### src/rtl/ls90_sequencer.sv
// ls90_sequencer: drives one decade-counter chip (clock pulses, R0/R9 pins) and samples its BCD digit.
// Defining LS90_MODEL_CHECK_EN adds a shadow digit and a sticky mismatch output.
module ls90_sequencer #(
  parameter int PULSE_W = 2,
  parameter int SETTLE  = 3,
  parameter int CNT_W   = 8
) (
  input  logic             clk,
  input  logic             rst,
  input  logic             cmd_valid,
  output logic             cmd_ready,
  input  logic [1:0]       cmd_op,
  input  logic [CNT_W-1:0] cmd_n,
  output logic             cp1_n,
  output logic             cp2_n,
  output logic             r0_1,
  output logic             r0_2,
  output logic             r9_1,
  output logic             r9_2,
  input  logic             qa,
  input  logic             qb,
  input  logic             qc,
  input  logic             qd,
  output logic [3:0]       bcd,
  output logic             bcd_valid,
  output logic             done
`ifdef LS90_MODEL_CHECK_EN
  , output logic           mismatch
`endif
);
  typedef enum logic [3:0] {IDLE, RPULSE, RSETTLE, CP1_LO, CP1_WAIT, CP2_LO, CP2_WAIT, SAMPLE, DONE} state_t;
  state_t state, state_n;
  logic [15:0] tmr, tmr_n;
  logic [CNT_W-1:0] rem, rem_n;
  logic set9, set9_n, qa_prev, qa_prev_n;
  logic [3:0] q_s1, q_s2;
  logic accept, pw_end, st_end, cp1_entry;
  assign cmd_ready = state == IDLE || state == DONE;
  assign done      = state == DONE;
  assign accept    = cmd_valid & cmd_ready;
  assign pw_end    = tmr == 16'(PULSE_W - 1);
  assign st_end    = tmr == 16'(SETTLE - 1);
  assign cp1_entry = state_n == CP1_LO && state != CP1_LO;
  always_comb begin
    state_n   = state;
    tmr_n     = tmr + 16'd1;
    rem_n     = rem;
    set9_n    = set9;
    qa_prev_n = qa_prev;
    case (state)
      IDLE, DONE: begin
        state_n = IDLE;
        if (accept) begin
          tmr_n = '0;
          case (cmd_op)
            2'b01, 2'b10: begin
              state_n = RPULSE;
              set9_n  = cmd_op[1];
            end
            2'b11: begin
              state_n = (cmd_n != '0) ? CP1_LO : SAMPLE;
              rem_n   = cmd_n;
            end
            default: state_n = SAMPLE;
          endcase
        end
      end
      RPULSE:   if (pw_end) begin state_n = RSETTLE;  tmr_n = '0; end
      RSETTLE:  if (st_end) begin state_n = SAMPLE;   tmr_n = '0; end
      CP1_LO:   if (pw_end) begin state_n = CP1_WAIT; tmr_n = '0; end
      CP2_LO:   if (pw_end) begin state_n = CP2_WAIT; tmr_n = '0; end
      CP1_WAIT: if (st_end) begin
        tmr_n = '0;
        if (qa_prev && !q_s2[0]) state_n = CP2_LO;
        else begin
          rem_n   = rem - CNT_W'(1);
          state_n = (rem_n != '0) ? CP1_LO : SAMPLE;
        end
      end
      CP2_WAIT: if (st_end) begin
        tmr_n   = '0;
        rem_n   = rem - CNT_W'(1);
        state_n = (rem_n != '0) ? CP1_LO : SAMPLE;
      end
      SAMPLE:   state_n = DONE;
      default:  state_n = IDLE;
    endcase
    // qa before this pulse takes effect; a 1->0 change afterwards is the carry into the /5 section
    if (cp1_entry) qa_prev_n = q_s2[0];
  end
  // pins are registered from the next state so they switch cleanly and track the state exactly
  always_ff @(posedge clk) begin
    if (rst) begin
      state     <= IDLE;
      tmr       <= '0;
      rem       <= '0;
      set9      <= 1'b0;
      qa_prev   <= 1'b0;
      q_s1      <= '0;
      q_s2      <= '0;
      cp1_n     <= 1'b1;
      cp2_n     <= 1'b1;
      r0_1      <= 1'b0;
      r0_2      <= 1'b0;
      r9_1      <= 1'b0;
      r9_2      <= 1'b0;
      bcd       <= '0;
      bcd_valid <= 1'b0;
    end else begin
      state   <= state_n;
      tmr     <= tmr_n;
      rem     <= rem_n;
      set9    <= set9_n;
      qa_prev <= qa_prev_n;
      q_s1    <= {qd, qc, qb, qa};
      q_s2    <= q_s1;
      cp1_n   <= state_n != CP1_LO;
      cp2_n   <= state_n != CP2_LO;
      r0_1    <= state_n == RPULSE && !set9_n;
      r0_2    <= state_n == RPULSE && !set9_n;
      r9_1    <= state_n == RPULSE && set9_n;
      r9_2    <= state_n == RPULSE && set9_n;
      if (state == SAMPLE) begin
        bcd       <= q_s2;
        bcd_valid <= 1'b1;
      end
    end
  end
`ifdef LS90_MODEL_CHECK_EN
  logic [3:0] shadow;
  logic shadow_ok;
  always_ff @(posedge clk) begin
    if (rst) begin
      shadow    <= '0;
      shadow_ok <= 1'b0;
      mismatch  <= 1'b0;
    end else begin
      if (accept && cmd_op == 2'b01) begin
        shadow    <= 4'd0;
        shadow_ok <= 1'b1;
      end else if (accept && cmd_op == 2'b10) begin
        shadow    <= 4'd9;
        shadow_ok <= 1'b1;
      end else if (cp1_entry) shadow <= (shadow == 4'd9) ? 4'd0 : shadow + 4'd1;
      if (state == SAMPLE && shadow_ok && q_s2 != shadow) mismatch <= 1'b1;
    end
  end
`endif
endmodule

### config.mk
export PLATFORM = sky130hd
export DESIGN_NAME = ls90_sequencer
export DESIGN_NICKNAME = d
export VERILOG_FILES = /design/src/rtl/ls90_sequencer.sv
export SDC_FILE = /design/constraint.sdc
export NUM_CORES = 1
export LEC_CHECK = 0
export BUFFER_PORTS_ARGS = -buffer_cell sky130_fd_sc_hd__buf_2
export CAP_MARGIN = 20
export CORE_MARGIN = 3
export CORE_UTILIZATION = 45
export CTS_CLUSTER_DIAMETER = 50
export DETAILED_ROUTE_END_ITERATION = 6
export GPL_TIMING_DRIVEN = 0
export HOLD_SLACK_MARGIN = 0.03
export SLEW_MARGIN = 10
export SYNTH_ARGS = -nofsm -noshare
export SYNTH_HDL_FRONTEND = slang
export SYNTH_SLANG_ARGS = --single-unit
### constraint.sdc
create_clock -name clk -period 5.1 [get_ports clk]
set_clock_uncertainty 0.1 [all_clocks]
set_input_delay 0.51 -clock clk [delete_from_list [all_inputs] [get_ports clk]]
set_output_delay 0.51 -clock clk [all_outputs]
set_load 0.005 [all_outputs]
==> flow_summary_export.csv, run 1 <==
group,metric,value,unit
grt,grt_overflow_total,0,
cells_and_area,syn2layout_area_growth,15.3,%
grt,track_usage,17.2,%
drt,via_per_inst,5.12,
drt,wl_met1,2540,um
die,ios,30,
logic_synthesis,yosys_warnings,0,
cts,clockBufferDepth,2,
run,drv_cap,0,
cells_and_area,stdcell_count,370,
drt,ant_nets,0,
logic_synthesis,synth.ff_latch_count,47,
sta,hold_viol_final,0,
worst_setup_path,crit_path_cell_trace,"inv_1 -> ha_1 -> nor3b_1 -> nand4_1 -> o31ai_1 -> clkbuf_1 -> nand2_1 -> a22oi_1 -> nor2_1",
drt,via_count,1894,
die,core_area,4820,um2
die,dieArea,5970,um2
grt,grt_antenna_before_repair,0,
placement,dp_cells,362,
logic_synthesis,synth_flop_cell,"dfxtp_1",
cells_and_area,nNetsFinal,325,
cts,numCtsBuffers,5,
placement,place_area,2510,um2
worst_setup_path,required,5.18,ns
sta,fmax,0.367,GHz
logic_synthesis,syn_inst,266,
cells_and_area,fin_util,54.7,%
die,start_util,47.5,%
cells_and_area,seq_area,941,um2
sta,setup-violations-final,0,
placement,io_buffers,29,
logic_synthesis,syn_area,2290,um2
cts,clk_pin_slew,0.09,ns
power,power.leakage,1.08,nW
sta,period_share,53.4,%
sta,slew_viol_final,0,
logic_synthesis,syn_nets,289,
worst_setup_path,crit_slowest_cell,"o31ai_1",
cells_and_area,antennaDiodeCount,0,
logic_synthesis,synth_edf_count,0,
cts,cts_tree,"yes",
sta,rsz0062_at_grt,"no",
worst_setup_path,critPathCaptureType,"flop",
logic_synthesis,avgSynthCellArea,8.59,um2
power,ir_worst_vdd,0.000219,V
worst_setup_path,worstPathMaxFanout,10,
cts,worstSkewPairLatency,0.30,ns
logic_synthesis,synth.distinct_cells,45,
cells_and_area,multiInputGateArea,1250,um2
power,power_density,365,nW/um2
logic_synthesis,async_flop_share,0,%
cells_and_area,layout_common_cells,"dfxtp_1 (47), nor2_1 (40), buf_2 (32), nand2_1 (21), o21ai_0 (17)",
sta,relSlewSlack,41.9,%
logic_synthesis,ys_seq_area_share,41.2,%
grt,grt_max_degree,16,
cts,clock-sinks,47,
cts,post_cts_buffers,0,
cts,h-tree-depth,2,
die,die-width,77.3,um
hold_path,hp-class,"in -> reg",
drt,routed.top_layer,"met4",
cells_and_area,drive_above_1_share,15.8,%
placement,place.detailed.hpwl,3440,um
die,num_rows,25,
grt,first_global_vias,1724,
drt,first_pass_iters,4,
cells_and_area,layout_commonest_cell,"dfxtp_1",
drt,drc,0,
cells_and_area,stdcell_area,2640,um2
grt,grt_pass1_wl,8350,um
cells_and_area,nFillCells,477,
drt,wl_per_cell,12.8,um
cts,ctsHoldBuffers,0,
drt,wl_met3,193,um
cts,cts-root-buf,"clkbuf_8",
worst_setup_path,crit_arrival,2.80,ns
placement,globalplace.congestion,0.822,
die,die_h,77.3,um
sta,tightest_slew,0.865,ns
status,status,"finished clean",
cts,cts_resized,0,
worst_setup_path,critPathLaunchType,"flop",
sta,tns,0,ns
worst_setup_path,cp_slowest_stage_delay,0.79,ns
drt,drtIter0Drc,56,
sta,min_period,2.72,ns
drt,wl_met2,1920,um
drt,routed_wl,4730,um
worst_setup_path,crit_type,"reg -> reg",
==> critical path: cells and delay by family (launching register included) <==
kind,cells,cell delay [ns]
compound gates,2,0.94
flops,1,0.36
simple gates,4,0.57
buf+inv,2,0.50
fa+ha+maj,1,0.13
==> metrics by stage <==
stage | hold slack (ns) | setup slack (ns) | total power, W
finish | 0.312 | 2.38 | 0.000962
floorplan | 0.314 | 2.80 | 0.000608
global placement | 0.317 | 2.39 | 0.000676
CTS | 0.305 | 2.38 | 0.000970
global route | 0.303 | 2.05 | 0.00102
detailed placement | 0.323 | 2.41 | 0.000676
==> cell families (layout without fill, tap and decap cells) <==
| group | count (synthesis) | in the layout | share of synthesized area, % |
|---|---|---|---|
| simple gates | 125 | 125 | 30.1 |
| compound gates | 42 | 42 | 11.9 |
| xor+xnor | 15 | 15 | 5.75 |
| mux | 8 | 8 | 3.50 |
| fa+ha+maj | 6 | 6 | 3.28 |
| flops | 47 | 47 | 41.2 |
| buf+inv | 23 | 60 | 4.27 |
==> layer usage <==
metal / track usage (%) / vias to the layer above
met5: 0 / -
met4: 6.94 / 0
met3: 3.76 / 7
met2: 24.0 / 40
met1: 25.3 / 855
li1: - / 992
==> report_power, final <==
part,leakage (nW),internal (W),switching (W)
sequential,0.382,0.000393,0.0000197
clock,0.0618,0.000161,0.000131
combinational,0.638,0.000103,0.000154
total,1.08,0.000657,0.000305
==> cell usage after synthesis, types with 3 or more instances <==
master,instances,area share (%)
inv_1,10,1.6
a22oi_1,4,1.3
xnor2_1,9,3.4
nand2b_1,5,1.4
a21oi_1,7,1.5
clkbuf_1,7,1.1
and3_1,7,1.9
o21ai_0,17,3.7
nor3_1,3,0.66
buf_2,3,0.66
nor2_1,40,6.6
nor3b_1,3,0.99
mux2i_1,8,3.5
nand3b_1,3,0.99
xor2_1,6,2.3
ha_1,6,3.3
nand2_1,21,3.4
dfxtp_1,47,41
nor2b_1,12,3.3
nand3_1,7,1.5
a31oi_1,3,0.82
nand4_1,5,1.4
nor4_1,3,0.82
==> final timing paths <==
kind | endpoint | from | cells after the start | slack [ns]
setup / recovery | rem[5]$_SDFFE_PP0P_ | tmr[0]$_SDFF_PP0_ | 9 | 2.38
hold / removal | q_s1[2]$_SDFF_PP0_ | qc | 2 | 0.31
setup reg to reg | rem[5]$_SDFFE_PP0P_ | tmr[0]$_SDFF_PP0_ | 9 | 2.38
hold reg to reg | q_s2[1]$_SDFF_PP0_ | q_s1[1]$_SDFF_PP0_ | 1 | 0.34
==> state kept, by name, summed over array words and instances (netlist names) <==
signal	cells
r0_2	1
q_s1	4
r9_2	1
q_s2	4
rem	8
state	4
cp1_n	1
cp2_n	1
bcd	4
tmr	16
qa_prev	1
bcd_valid	1
set9	1
==> cell type report <==
| cell class | count | area share (%) |
|---|---|---|
| Buffer | 13 | 2.28 |
| Clock buffer | 6 | 3.13 |
| Clock inverter | 2 | 1.47 |
| Inverter | 10 | 1.42 |
| Multi-Input combinational cell | 196 | 47.3 |
| Sequential cell | 47 | 35.7 |
| Tap cell | 67 | 3.18 |
| Timing Repair Buffer | 29 | 5.51 |
Power figures use the tool's default switching activity.
==> run 2, diff against run 1 <==
- PLACE_DENSITY: default -> 0.67
- clock period: 5.1 -> 2.4 ns (I/O delays scaled with it)
==> flow_summary_export.csv, run 2 (same netlist as run 1, synthesis figures left out) <==
group,metric,value,unit
status,status,"finished clean",
grt,track_usage,16.6,%
run,drv_cap,0,
cts,worstSkewPairLatency,0.30,ns
sta,hold_viol_final,0,
power,power.switching,0.000642,W
cells_and_area,top_register,"tmr",
die,ios,30,
cells_and_area,fin_util,56.2,%
grt,grt_max_degree,16,
power,ir_worst_vdd,0.000451,V
hold_path,hp-class,"in -> reg",
cts,cts_tree,"yes",
drt,routed_wl,4760,um
worst_setup_path,crit_arrival,2.50,ns
cells_and_area,syn2layout_area_growth,18.3,%
die,dieArea,5970,um2
grt,grt_pass1_wl,8070,um
drt,wl_per_cell,12.8,um
sta,min_period,2.36,ns
cells_and_area,drive_above_1_share,21.2,%
worst_setup_path,required,2.54,ns
sta,tightest_slew,0.529,ns
cts,cts-root-buf,"clkbuf_8",
die,num_rows,25,
cells_and_area,largest_reg_flops,16,
drt,drtIter0Drc,47,
die,start_util,47.5,%
power,power_density,717,nW/um2
placement,globalplace.congestion,0.860,
placement,dp_cells,362,
sta,period_share,98.5,%
cells_and_area,stdcell_count,373,
cells_and_area,reg_top3,"tmr x16, rem x8",
worst_setup_path,startpoint,"rem[0]$_SDFFE_PP0P_",
drt,via_count,1951,
cts,numCtsBuffers,5,
cts,clockBufferDepth,2,
drt,first_pass_iters,4,
cells_and_area,layout_commonest_cell,"dfxtp_1",
sta,fmax,0.423,GHz
die,core_area,4820,um2
cts,clock-sinks,47,
grt,grt_overflow_total,0,
power,pwr-share-seq,46.0,%
worst_setup_path,crit_type,"reg -> reg",
cells_and_area,nNetsFinal,328,
drt,ant_nets,0,
cells_and_area,antennaDiodeCount,0,
power,power,0.00194,W
worst_setup_path,rr_startpoint,"rem[0]$_SDFFE_PP0P_",
sta,slew_viol_final,0,
sta,relSlewSlack,64.8,%
drt,via_per_inst,5.23,
power,combPwrFrac,30.1,%
cts,ctsHoldBuffers,0,
power,p_sw_share,33.1,%
sta,setup-violations-final,0,
cts,h-tree-depth,2,
worst_setup_path,worstPathMaxFanout,6,
die,die-width,77.3,um
placement,io_buffers,29,
worst_setup_path,critPathLaunchType,"flop",
power,power.leakage,1.11,nW
grt,grt_antenna_before_repair,0,
drt,drc,0,
hold_path,min_from,"qb",
worst_setup_path,critPathCaptureType,"flop",
power,internal_power,0.00130,W
placement,place.detailed.hpwl,3460,um
cells_and_area,layout_common_cells,"dfxtp_1 (43), nor2_1 (40), buf_2 (32), nand2_1 (20), o21ai_0 (16)",
die,die_h,77.3,um
sta,fin_hold_ws,0.0490,ns
power,pwr-share-clk,24.0,%
sta,rsz0062_at_grt,"yes",
grt,first_global_vias,1805,
cts,clk_pin_slew,0.09,ns
-- run 2: cell type report --
type	instances	area (um2)
Tap cell	67	83.8
Fill cell	485	2110
Multi-Input combinational cell	196	1310
Inverter	10	37.5
Clock buffer	5	68.8
Buffer	12	58.8
Sequential cell	47	951
Clock inverter	3	20.0
Timing Repair Buffer	33	175
-- run 2: worst max-delay path, cell delays in order, from the launching register on --
cell and delay [ns]:
dfxtp_4 0.37, or4_4 0.56, o21bai_1 0.15, a2111oi_1 0.09, or4_4 0.58, buf_4 0.17, nand3b_1 0.17, nor2_1 0.12
-- run 2: final timing paths --
kind,end,slack (ns),depth (start not counted)
hold / removal,q_s1[1]$_SDFF_PP0_,0.05,2
hold reg to reg,q_s2[0]$_SDFF_PP0_,0.35,1
setup / recovery,r9_2$_SDFF_PP0_,0.04,7
setup reg to reg,r9_2$_SDFF_PP0_,0.04,7
-- run 2: routing by layer --
metal  up-vias  GRT usage (%)  routed length (um)
li1        994              -                   -
met1       907           21.5                2270
met2        46           27.0                2180
met3         4           4.23                 260
met4         0           5.34                  44
met5         -              0                   0
-- run 2: power groups by stage --
stage | Combinational (W) | Sequential, W | Clock, W
floorplan | 0.000406 | 0.000886 | 0
global placement | 0.000532 | 0.000893 | 0
detailed placement | 0.000536 | 0.000895 | 0
CTS | 0.000553 | 0.000880 | 0.000488
global route | 0.000653 | 0.000903 | 0.000520
finish | 0.000583 | 0.000892 | 0.000465
-- run 2: repair_timing --
item,in CTS,in global routing
gates resized for setup,8,14
setup buffers,0,4
endpoints found under the setup margin,19,17
pin swaps,0,4
-- run 2: metrics by stage --
stage / TNS, ns / setup WS (ns) / instance area, um2
final: 0 / 0.0366 / 2710
after global routing: -0.155 / -0.0681 / 2710
after CTS: 0 / 0.000236 / 2640
after detailed placement: -2.26 / -0.253 / 2510
after global placement: -1.83 / -0.261 / 2510
after floorplan: 0 / 0.103 / 2290
==> run 3, diff against run 2 <==
- CORE_UTILIZATION: 45 -> 51
- PLACE_DENSITY: 0.67 -> 0.75
==> flow_summary_export.csv, run 3 (same netlist as run 1, synthesis figures left out) <==
group,metric,value,unit
placement,place_area,2490,um2
drt,via_per_inst,5.39,
drt,via_count,1915,
cts,clk_pin_slew,0.09,ns
drt,first_pass_iters,5,
cells_and_area,syn2layout_area_growth,18.0,%
sta,rsz0062_at_grt,"yes",
cells_and_area,top_register,"tmr",
cts,clock-sinks,47,
sta,relSlewSlack,65.0,%
grt,grt_antenna_before_repair,0,
worst_setup_path,critPathBufInv,0,
sta,slew_viol_final,0,
placement,globalplace.congestion,0.893,
hold_path,hold_depth,2,
drt,wl_per_cell,12.9,um
grt,grt_overflow_total,0,
power,power,0.00206,W
die,start_util,54.8,%
drt,ant_nets,0,
drt,drc,0,
drt,drtIter0Drc,112,
worst_setup_path,cp_slowest_stage_delay,0.56,ns
die,core_area,4170,um2
grt,track_usage,18.6,%
die,die_h,73.0,um
worst_setup_path,required,2.50,ns
placement,dp_slack,-0.274,ns
sta,fin_hold_ws,0.0496,ns
placement,place.detailed.hpwl,3250,um
cells_and_area,layout_common_cells,"dfxtp_1 (43), nor2_1 (40), buf_2 (32), nand2_1 (20), o21ai_0 (16)",
die,die-width,73.0,um
worst_setup_path,cp.depth,6,
cts,cts_tree,"yes",
die,num_rows,23,
cts,h-tree-depth,2,
cells_and_area,layout_commonest_cell,"dfxtp_1",
power,power.leakage,1.12,nW
sta,fmax,0.439,GHz
run,drv_cap,0,
sta,setup-violations-final,0,
worst_setup_path,critPathLaunchType,"flop",
die,ios,30,
cts,clockBufferDepth,2,
sta,period_share,95.0,%
worst_setup_path,reg2regPathDepth,6,
hold_path,hp-class,"in -> reg",
power,ir_worst_vdd,0.000535,V
cells_and_area,antennaDiodeCount,0,
grt,grt_pass1_wl,7690,um
worst_setup_path,crit_path_cell_trace,"or4_4 -> nand3b_1 -> a2111oi_0 -> or4_4 -> nand3b_1 -> nor2_1",
status,status,"finished clean",
drt,routed_wl,4580,um
worst_setup_path,crit_family,"simple AND/OR/NAND/NOR gates",
cts,numCtsBuffers,5,
cells_and_area,nFillCells,344,
worst_setup_path,crit_type,"reg -> reg",
cells_and_area,stdcell_area,2700,um2
sta,fin_ws,0.121,ns
grt,first_global_vias,1697,
sta,tightest_slew,0.511,ns
worst_setup_path,worstPathMaxFanout,6,
cts,cts-root-buf,"clkbuf_8",
grt,grt_max_degree,17,
worst_setup_path,crit_arrival,2.37,ns
sta,hold_viol_final,0,
cells_and_area,largest_reg_flops,16,
power,power_density,763,nW/um2
placement,io_buffers,29,
cts,worstSkewPairLatency,0.31,ns
die,dieArea,5320,um2
cells_and_area,nNetsFinal,327,
cells_and_area,reg_top3,"tmr x16, rem x8",
cells_and_area,drive_above_1_share,20.0,%
sta,min_period,2.28,ns
worst_setup_path,crit_slowest_cell,"or4_4",
worst_setup_path,critPathCaptureType,"flop",
[run 3: cell count changes in the layout (fill, tap and decap cells not counted), sizes merged]
cell / delta
inv: +1
buf: -3
dlygate4sd3: +1
clkinvlp: -2
bufinv: +1
clkbuf: +1
[run 3: final timing paths]
check                            from            endpoint  slack [ns]
setup reg to reg  rem[0]$_SDFFE_PP0P_     r9_2$_SDFF_PP0_        0.12
hold / removal                     qc  q_s1[2]$_SDFF_PP0_        0.05
hold reg to reg    q_s1[3]$_SDFF_PP0_  q_s2[3]$_SDFF_PP0_        0.35
setup / recovery  rem[0]$_SDFFE_PP0P_     r9_2$_SDFF_PP0_        0.12
[run 3: timing repair]
action | in CTS | in global routing
gates resized for setup | 9 | 12
setup buffers | 0 | 1
hold buffers | 1 | 0
pin swaps | 0 | 3
endpoints found under the hold margin | 1 | 0
gates cloned | 0 | 0
setup endpoints to repair | 19 | 20
[run 3: report_power, final]
group	total (W)	internal [W]	switching, W	leakage (nW)
Sequential	0.000884	0.000839	0.0000446	0.384
Clock	0.000597	0.000316	0.000281	0.0587
Combinational	0.000577	0.000243	0.000334	0.674
[run 3: cell type report]
type | count | area (um2) | share of cell area [%]
inverters | 10 | 37.5 | 1.39
plain buffers | 13 | 65.1 | 2.41
repair buffers | 31 | 163 | 6.03
clock buffers | 5 | 68.8 | 2.55
well taps | 50 | 62.6 | 2.32
flip-flops and latches | 47 | 948 | 35.2
multi-input cells | 196 | 1300 | 48.4
clock inverters | 3 | 47.5 | 1.76
[run 3: through the flow]
stage          TNS (ns)  instances  utilization [%]
2_1_floorplan         0        266                -
3_5_place_dp      -1.95        345             59.8
6_report              0        355             64.6
5_1_grt        -0.00478        355             64.6
4_1_cts               0        354             63.6
3_3_place_gp      -1.96        345             59.8
[run 3: layer usage]
| layer | vias up | wire, um | global-route usage [%] |
|---|---|---|---|
| li1 | 1002 | - | - |
| met1 | 861 | 2320 | 27.2 |
| met2 | 44 | 2000 | 26.4 |
| met3 | 8 | 183 | 3.31 |
| met4 | 0 | 79 | 8.81 |
| met5 | - | 0 | 0 |
